File: src/rtl/rotate_pkg.sv
// Shared rotate helpers: FSM state type, rotate-amount width helper and a
// combinational right rotate reused by the loopback benches.
package rotate_pkg;

  typedef enum logic [1:0] {
    IDLE   = 2'd0,
    ROTATE = 2'd1,
    DONE   = 2'd2
  } rot_state_t;

  // Widest operand the shared rotate function handles.
  localparam int unsigned ROT_MAX_W = 64;

  // Rotate-amount width for a given operand width (at least one bit).
  function automatic int unsigned shamt_width(input int unsigned w);
    return (w <= 1) ? 1 : $clog2(w);
  endfunction

  // Right rotate of the low 'width' bits of value by amt; upper bits read 0.
  function automatic logic [ROT_MAX_W-1:0] rotr(input logic [ROT_MAX_W-1:0] value,
                                                input int unsigned          amt,
                                                input int unsigned          width);
    logic [ROT_MAX_W-1:0] res;
    res = '0;
    for (int unsigned i = 0; i < ROT_MAX_W; i++) begin
      if (i < width) begin
        res[i] = value[(i + amt) % width];
      end
    end
    return res;
  endfunction

endpackage

File: src/rtl/left_rotate_seq.sv
// Iterative left rotator: captures an operand and rotate amount, rotates left
// one bit per clock, then registers the result with a one-cycle valid pulse.
// Optional feature macro: LEFT_ROTATE_CHECK_EN -- rotates the final value back
// to the right and raises check alongside valid when it matches the operand.
module left_rotate_seq
  import rotate_pkg::*;
#(
  parameter int WIDTH   = 4,
  parameter int SHAMT_W = shamt_width(WIDTH)
) (
  input  logic               CLK,
  input  logic               RESET,
  input  logic               start,
  input  logic [WIDTH-1:0]   data_in,
  input  logic [SHAMT_W-1:0] amount,
  output logic               ready,
  output logic [WIDTH-1:0]   result,
  output logic               valid,
  output logic               check
);

  rot_state_t         state_q, state_d;
  logic [WIDTH-1:0]   shreg_q, shreg_d;
  logic [SHAMT_W-1:0] cnt_q, cnt_d;
  logic [WIDTH-1:0]   result_q, result_d;
  logic               valid_q, valid_d;
  logic               check_d;

`ifdef LEFT_ROTATE_CHECK_EN
  logic [WIDTH-1:0]     orig_q, orig_d;
  logic [SHAMT_W-1:0]   amt_q, amt_d;
  logic                 check_q;
  logic [ROT_MAX_W-1:0] unrot;
  logic                 self_ok;

  // Undo the rotation of the final value and compare with the captured operand.
  always_comb begin
    unrot   = rotr(ROT_MAX_W'(shreg_q), 32'(amt_q), unsigned'(WIDTH));
    self_ok = (unrot == ROT_MAX_W'(orig_q));
  end
`endif

  assign ready  = (state_q == IDLE);
  assign result = result_q;
  assign valid  = valid_q;

  // Next-state, shift register, counter and output register logic.
  always_comb begin
    state_d  = state_q;
    shreg_d  = shreg_q;
    cnt_d    = cnt_q;
    result_d = result_q;
    valid_d  = 1'b0;
    check_d  = 1'b0;
`ifdef LEFT_ROTATE_CHECK_EN
    orig_d   = orig_q;
    amt_d    = amt_q;
`endif
    case (state_q)
      IDLE: begin
        if (start) begin
          shreg_d = data_in;
          cnt_d   = amount;
`ifdef LEFT_ROTATE_CHECK_EN
          orig_d  = data_in;
          amt_d   = amount;
`endif
          // A zero rotate skips straight to presenting the operand.
          state_d = (amount == '0) ? DONE : ROTATE;
        end
      end
      ROTATE: begin
        shreg_d = {shreg_q[WIDTH-2:0], shreg_q[WIDTH-1]};
        cnt_d   = cnt_q - SHAMT_W'(1);
        // cnt==1 means this cycle takes the final shift.
        if (cnt_q == SHAMT_W'(1)) begin
          state_d = DONE;
        end
      end
      DONE: begin
        result_d = shreg_q;
        valid_d  = 1'b1;
`ifdef LEFT_ROTATE_CHECK_EN
        check_d  = self_ok;
`endif
        state_d  = IDLE;
      end
      default: state_d = IDLE;
    endcase
  end

  // State and datapath registers; reset aborts any operation in flight.
  always_ff @(posedge CLK) begin
    if (RESET) begin
      state_q  <= IDLE;
      shreg_q  <= '0;
      cnt_q    <= '0;
      result_q <= '0;
      valid_q  <= 1'b0;
    end else begin
      state_q  <= state_d;
      shreg_q  <= shreg_d;
      cnt_q    <= cnt_d;
      result_q <= result_d;
      valid_q  <= valid_d;
    end
  end

`ifdef LEFT_ROTATE_CHECK_EN
  // Self-check registers: operand copy, captured amount and check flag.
  always_ff @(posedge CLK) begin
    if (RESET) begin
      orig_q  <= '0;
      amt_q   <= '0;
      check_q <= 1'b0;
    end else begin
      orig_q  <= orig_d;
      amt_q   <= amt_d;
      check_q <= check_d;
    end
  end

  assign check = check_q;
`else
  assign check = 1'b0;
`endif

endmodule
File: config.mk
export PLATFORM = sky130hd
export DESIGN_NAME = left_rotate_seq
export DESIGN_NICKNAME = d
export VERILOG_FILES = /design/src/rtl/rotate_pkg.sv /design/src/rtl/left_rotate_seq.sv
export SDC_FILE = /design/constraint.sdc
export NUM_CORES = 1
export LEC_CHECK = 0
export ABC_AREA = 1
export CORE_MARGIN = 2
export CORE_UTILIZATION = 45
export DETAILED_ROUTE_END_ITERATION = 7
export GPL_TIMING_DRIVEN = 0
export PLACE_DENSITY = 0.74
export RECOVER_POWER = 50
export SLEW_MARGIN = 10
export SYNTH_ARGS = -nofsm -noshare
export SYNTH_HDL_FRONTEND = slang
export SYNTH_SLANG_ARGS = --single-unit
File: constraint.sdc
create_clock -name CLK -period 1 [get_ports CLK]
set_input_delay 0.25 -clock CLK [delete_from_list [all_inputs] [get_ports CLK]]
set_output_delay 0.25 -clock CLK [all_outputs]
set_load 0.01 [all_outputs]
After elaboration in Yosys (flattened, before gate mapping). Index checks and enable logic that the tools add are counted.

Register bits after elaboration: 13. Input port bits: 9. Output and inout bits: 7. Word-level logic and storage cells: 25.

$add $sub $neg: 1. Equal/unequal tests: 5. Muxes and demuxes: 9. Reductions and logical operators: 5.

Operators with widths (number): 2-bit 2-to-1 mux (4); 2-bit one-hot mux with 2 select lines (2); 4-bit one-hot mux with 2 select lines (1); 2-bit by 1-bit == test with 1-bit output, second input constant (2); 2-bit zero test (2); 4-bit 2-to-1 mux (1); 2-bit != test, second input constant (2); 2-bit AND reduction (2); 2-bit == test, second input constant (1); 2-bit nonzero test (1); 2-bit by 1-bit subtractor with 2-bit output, second input constant (1); 1-bit 2-to-1 mux (1).

Logic depth before layout (Yosys ltp).
Depth after elaboration: 4. Depth in mapped cells: 6. Depth with buffers taken out: 6.

Worst setup path after synthesis. OpenSTA, ideal clock, no wires.

Kind: register to register. Start: register state_q[0]. End: register state_q[0]. Library setup time: 0.070 ns. Data arrival time: 0.894 ns. Slack: 0.036 ns. Stages on the path, launching flop included: 5. Path buffers: 1. Path through: dfxtp_1 buf_4 nor2_1 nand3_1 a21oi_1.

Longest elaborated chain between the ends: 3.

RTL lines: from (decl) (RTL line left_rotate_seq.sv:22) `rot_state_t state_q, state_d;`; from (signal assigned) (RTL line left_rotate_seq.sv:101) `state_q <= state_d;`; 2-bit zero test (*); named net ready (RTL line left_rotate_seq.sv:16) `output logic ready,`; 2-bit != test (no line); 2-bit AND reduction (no line).

Mark *: on every way through the listed nets, which the timed path passes. The rest lies on a longest branch. A chain may end at the register's enable or synchronous reset.

Worst setup path after layout.
Start: register state_q[0]. End: output port ready.

Longest elaborated chain between the ends: 1.

RTL lines: 2-bit zero test (RTL line left_rotate_seq.sv:43) `assign ready = (state_q == IDLE);`; to (decl) (RTL line left_rotate_seq.sv:16).

Every way passes these cells.

==> impl_metrics.tcl <==
set metrics [dict create \
    area_delta_synth_final_pct 42.1 \
    place_area_um2 783 \
    die_w_um 41.3 \
    port_buffers 14 \
    synth-xor-area-share_pct 0 \
    place_congestion 0.728 \
    cts-hold-fix-buffers 0 \
    max-cap-violations 0 \
    syn_nets 107 \
    status "finished, violations left" \
    netlist_area_um2 624 \
    critPathMaxFanout 2 \
    p_clk_share_pct 25.2 \
    power_leakage_nw 0.450 \
    cts_sinks 13 \
    gr-usage-all-layers_pct 21.6 \
    synth_area_leader_cell "dfxtp_1" \
    finalWirelength_um 1440 \
    coreArea_mm2 0.00130 \
    fillCellCount 123 \
    p_total_w 0.00132 \
    synth_top_family_by_area "simple AND/OR/NAND/NOR gates" \
    skew_ns 0.00147 \
    drtAntennaViolNets 0 \
    first_pass_iters 4 \
    grt_pass1_vias 564 \
    min_to "result[3]" \
    clock_latency_ns 0.28 \
    hold_path_class "flip-flop to flip-flop" \
    violations "setup timing" \
    crit_chain "buf_6, nor2_4, buf_6" \
    synth_warnings 0 \
    synth_seq_area_share_pct 41.7 \
    p_int_w 0.000911 \
    arrival_ns 0.93 \
    cts_buffers 3 \
    holdWs_ns 0.510 \
    r2r_cells 6 \
    fin_area_um2 887 \
    grt_overflow_total 0 \
    finalCritPeriodShare_pct 118 \
    yosys.area_share.simple_pct 38.3 \
    cpLargestDelayFamily "flip-flops" \
    layout-drive-gt1-share_pct 26.1 \
    grt_pass1_wl_um 2240 \
    diodes 0 \
    cpMostUsedCell "buf_6" \
    drt_iter0_markers 7 \
    yosys-top-cells-area "dfxtp_1, nand2_1, nor2_1, inv_1, nand3_1" \
    synth-adder-area-share_pct 2.00 \
    fmax_mhz 849 \
    dp_slack_ns -0.427 \
    hold_depth 2 \
    seqPwrFrac_pct 46.1 \
    ys_ff_latch 13 \
    remaining_drc_errors 0 \
    htree_levels 1 \
    critical-path-slowest-cell "dfxtp_2" \
    ys_types 16 \
    clockRootBuffer "clkbuf_4" \
    vdd_drop_max_mv 0.915 \
    grt_antenna_before_repair 0 \
    die_y_um 41.3 \
    cp-end-kind "primary output" \
    synth_top_area_share_pct 41.7 \
    swShare_pct 30.8 \
    worstSetupPathType "flip-flop to primary output" \
    clk_pin_slew_ns 0.08 \
    grt_setup_unrepaired "yes" \
    p_comb_share_pct 28.7 \
    hold_start "shreg_q[3]" \
    die_area_mm2 0.00170 \
    setup_viol 11 \
    period_needed_ns 1.18 \
    start_util_pct 48.0 \
    syn_area_per_cell_um2 6.44 \
    finalHoldViolCount 0 \
    final_nets 130 \
    powerDensity_mw_per_mm2 1480 \
    final_util_pct 68.2 \
    clockBufferDepth 2 \
    grt_max_degree 11 \
    syn-instance-count 97 \
    wire_per_inst_um 10.7 \
    io_pins 16 \
    num_vias 629 \
    setup_ws_ns -0.177 \
    muxShareOfSynthArea_pct 0 \
    cts_tree "built" \
    regToRegSetupSlack_ns -0.04 \
    required_ns 0.75 \
    routed_via_density 4.69 \
    r2r-start "state_q[0]" \
    slew_violations 0 \
    row_count 13 \
    cp_slowest_stage_delay_ns 0.33 \
    worst_setup_path_start_kind "flip-flop" \
    r2r-end "shreg_q[0]" \
    dpl.hpwl_um 899 \
    p_sw_w 0.000406 \
    synth-compound-area-share_pct 5.41 \
    cp.buffers_inverters 2 \
]
[final cells by class]
cell class | count | area [µm²] | area share [%]
clock buffer | 4 | 26.3 | 2.96
timing repair buffer | 18 | 171 | 19.3
sequential | 13 | 268 | 30.2
multi-input combinational | 68 | 319 | 36.0
tap | 15 | 18.8 | 2.12
buffer | 3 | 30.0 | 3.39
inverter | 13 | 53.8 | 6.06
[timing repair]
action / 4_1_cts / 5_1_grt
pin swaps: 2 / 0
setup endpoints to repair: 16 / 17
setup buffers: 2 / 1
gates resized for setup: 37 / 13
gates cloned: 1 / 0
[sequential cells by signal, summed over array words and instances, names as in the netlist]
signal,cells
cnt_q,2
result,4
shreg_q,4
state_q,2
valid,1
[logic make-up (layout without fill, tap and decap cells)]
family,after synthesis,in the layout
other,1,1
adders and majority gates,1,1
and+or+nand+nor,60,60
AOI/OAI and AO/OA,6,6
buffers and inverters,16,38
DFF,13,13
[cell usage in the layout, fill, tap and decap left out, drive strengths merged]
| cell | count |
|---|---|
| ha | 1 |
| dfxtp | 13 |
| o21ai | 5 |
| inv | 13 |
| nand3 | 8 |
| clkbuf | 4 |
| nor3 | 1 |
| a21oi | 1 |
| conb | 1 |
| buf | 13 |
| nor2 | 23 |
| clkdlybuf4s50 | 8 |
| nand2 | 28 |
[layer usage]
metal	share of wire (%)	up-vias	track usage, %
met5	0	-	0
met4	1.7	0	9.68
met3	6.3	5	9.78
met2	48	16	37.1
met1	44	272	22.2
li1	-	336	-
[worst min-delay path, stage by stage (launching register included)]
cell,delay [ns]
dfxtp_1,0.33
nor2_1,0.10
nor2_1,0.05
[power by group through the flow]
stage	combinational (W)	clock, W	sequential (W)
floorplan	0.000198	0	0.000611
global placement	0.000305	0	0.000610
detailed placement	0.000311	0	0.000611
CTS	0.000341	0.000347	0.000603
global route	0.000426	0.000361	0.000614
finish	0.000378	0.000332	0.000607
[through the flow]
step | cells | setup TNS, ns
floorplan | 97 | 0
global placement | 126 | -4.99
detailed placement | 126 | -4.92
CTS | 133 | -0.594
global route | 134 | -1.14
finish | 134 | -0.476
[synth_stat cells]
cell type / number
a21oi_1: 1
conb_1: 1
buf_4: 2
nor2_1: 23
inv_1: 11
o21ai_0: 4
clkinv_1: 1
nand3_1: 8
inv_2: 1
buf_6: 1
nand2_2: 1
dfxtp_1: 13
nand2_1: 27
nor3_1: 1
o21ai_2: 1
ha_1: 1
[worst max path at each step]
stage	from	to	slack [ns]	cells after the start
3_5_place_dp	state_q[0]	ready	-0.43	3
4_1_cts	state_q[0]	ready	-0.17	3
5_1_grt	state_q[0]	ready	-0.21	3
3_3_place_gp	state_q[0]	ready	-0.42	3
6_report	state_q[0]	ready	-0.18	3
2_1_floorplan	state_q[0]	state_q[0]	0.04	4
No activity file was read; power rests on OpenSTA's default activity.
==> variant, RTL diff (same flow settings) <==
Change the parameter `WIDTH` from 4 to 6.
--- a/src/rtl/left_rotate_seq.sv
+++ b/src/rtl/left_rotate_seq.sv
@@ -5,7 +5,7 @@
 module left_rotate_seq
   import rotate_pkg::*;
 #(
-  parameter int WIDTH   = 4,
+  parameter int WIDTH   = 6,
   parameter int SHAMT_W = shamt_width(WIDTH)
 ) (
   input  logic               CLK,
Interface: changed (resized amount, data_in and result); port bits go from 16 to 21. No check against the original RTL was run, so the function may have changed too.
==> variant against the original RTL <==
  * Critical path type unchanged
  * Clock power up 39%
  * Critical path depth is 1 lower
  * The flow still finishes with violations (negative setup slack)
  * Utilization rose by 4.6 points
  * Design area grew 40%
  * Die area increased by 26%
  * First-iteration DRC count unchanged
  * Sequential cell count rose by 5
  * Area after synthesis up 29%
  * Register-to-register slack worse by 30 ps
  * Setup slack better by 29 ps
  * Routed wire length rose by 44%
  * Power grew 41%
==> variant: results (changes against the original RTL) <==
Status - finished, violations left (unchanged)
Failing checks - negative setup slack (unchanged)
YS warnings - 0 (unchanged)
Worst skew pair latency - 300 ps (was 280 ps)
Xor/xnor cell area share of the yosys netlist - 0 (unchanged)
DP Area - 1030 um^2 (was 783 um^2)
CTS Buffer Depth - 2 (unchanged)
Final HPWL DP - 1180 um (was 899 um)
Number of global-route vias before repair - 780 (was 564)
Syn Area/Cell - 7.13 um^2 (was 6.44 um^2)
Clk slew on worst S/H paths - 110 ps (was 80 ps)
Dpl ws - -549 ps (was -427 ps)
Met1 wire length - 888 um (was 626 um)
Met2 Resource Use GR - 0.353 (was 0.371)
CP max FO - 2 (unchanged)
Final Wtd Congestion - 0.796 (was 0.728)
Vias per cell - 4.88 (was 4.69)
Nets - 160 (was 130)
Met3 wire len - 79 um (was 91 um)
IO Port Bufs - 19 (was 14)
Skew final - 1.47 ps (about the same)
Seq/Total Area, Yosys - 0.447 (was 0.417)
PnR worst setup slack - -148 ps (was -177 ps)
Hold Crit Class - reg -> reg (unchanged)
Synth Area in Compound Gates - 0.205 (was 0.0541)
Worst hold slack - 471 ps (was 510 ps)
Setup_tns - -564 ps (was -476 ps)
Post-synth top cells - o21ai_0 (21), dfxtp_1 (18), nor2_1 (18) (was nand2_1 (27), nor2_1 (23), dfxtp_1 (13))
Reg2reg setup slack - -70 ps (was -40 ps)
Top FF cell, synth - dfxtp_1 (unchanged)
Worst vdd ir - 0.000931 V (was 0.000915 V)
CTS Buf Count - 3 (unchanged)
Vias - 829 (was 629)
GRT Resource Usage Total - 0.205 (was 0.216)
Worst path arrival time - 900 ps (was 930 ps)
Layout cell share with drive strength beyond 1 - 0.338 (was 0.261)
Synth Net Count - 127 (was 107)
Drt pass-1 iters - 3 (was 4)
DR iter-0 viols - 7 (unchanged)
First-pass GRT wire length - 3160 um (was 2240 um)
M1 GR Usage - 0.257 (was 0.222)
Netlist cell types - 17 (was 16)
DR WL met2 - 1060 um (was 695 um)
Static Leak - 0.000544 uW (was 0.000450 uW)
Clk root buf - clkbuf_4 (unchanged)
Synth Area in Adders - 0.0311 (was 0.0200)
WHS Path Cells - 2 (unchanged)
Met3 usage in global routing - 0.0275 (was 0.0978)
Ranking of synthesized cells by area - dfxtp_1 (45%), o21ai_0 (13%), nor2_1 (8.4%), nand2_1 (7.5%), a21oi_1 (6.2%) (was dfxtp_1 (42%), nand2_1 (16%), nor2_1 (14%), inv_1 (6.6%), nand3_1 (6.4%))
# setup viols final - 19 (was 11)
DR WL/cell - 12.2 um (was 10.7 um)
Multiplexer share of the synthesized area - 0 (unchanged)
Antenna violations before repair - 0 (unchanged)
[variant: cell types whose count changed after synthesis, moves of 2 or more]
cell     change
nor2_1       -5
nand3_1      -5
o21ai_0     +17
a21oi_1      +9
o21ai_1      +2
inv_1        +2
dfxtp_1      +5
nand2_1     -11
[variant: area by class of cell]
class | count | area (um^2)
plain buffers | 4 | 37.5
flip-flops and latches | 18 | 377
repair buffers | 26 | 258
well taps | 25 | 31.3
multi-input cells | 78 | 440
clock buffers | 4 | 36.3
fillers | 142 | 464
inverters | 15 | 63.8
[variant: power by group]
part	switching, uW	internal [uW]	leakage, uW
clock network	241	222	0.0000210
registers	49.8	793	0.000153
logic	288	264	0.000370
[variant: cells by family (layout without fill, tap and decap cells)]
logic type,after synthesis,in the layout
AND/OR/NAND/NOR,40,42
AO/OA/AOI/OAI,33,33
buffers and inverters,19,49
flip-flops,18,18
adder cells (fa/ha/maj),2,2
other,1,1
[variant: worst paths after layout]
path | start | end
max | state_q[0] | ready
max reg2reg | state_q[0] | shreg_q[3]
min reg2reg | shreg_q[5] | result[5]
min | shreg_q[5] | result[5]
[variant: repair_timing]
| action | in CTS | in global routing |
|---|---|---|
| endpoints found under the setup margin | 23 | 25 |
| buffers inserted | 3 | 2 |
| hold endpoints to repair | 0 | 0 |
| pin swaps | 2 | 0 |
| resized for setup | 66 | 21 |
| gates cloned | 3 | 1 |
[variant: critical path, cell delays in order (launching register included)]
cell and delay (ps):
dfxtp_4 370, nor2_4 120, buf_6 110
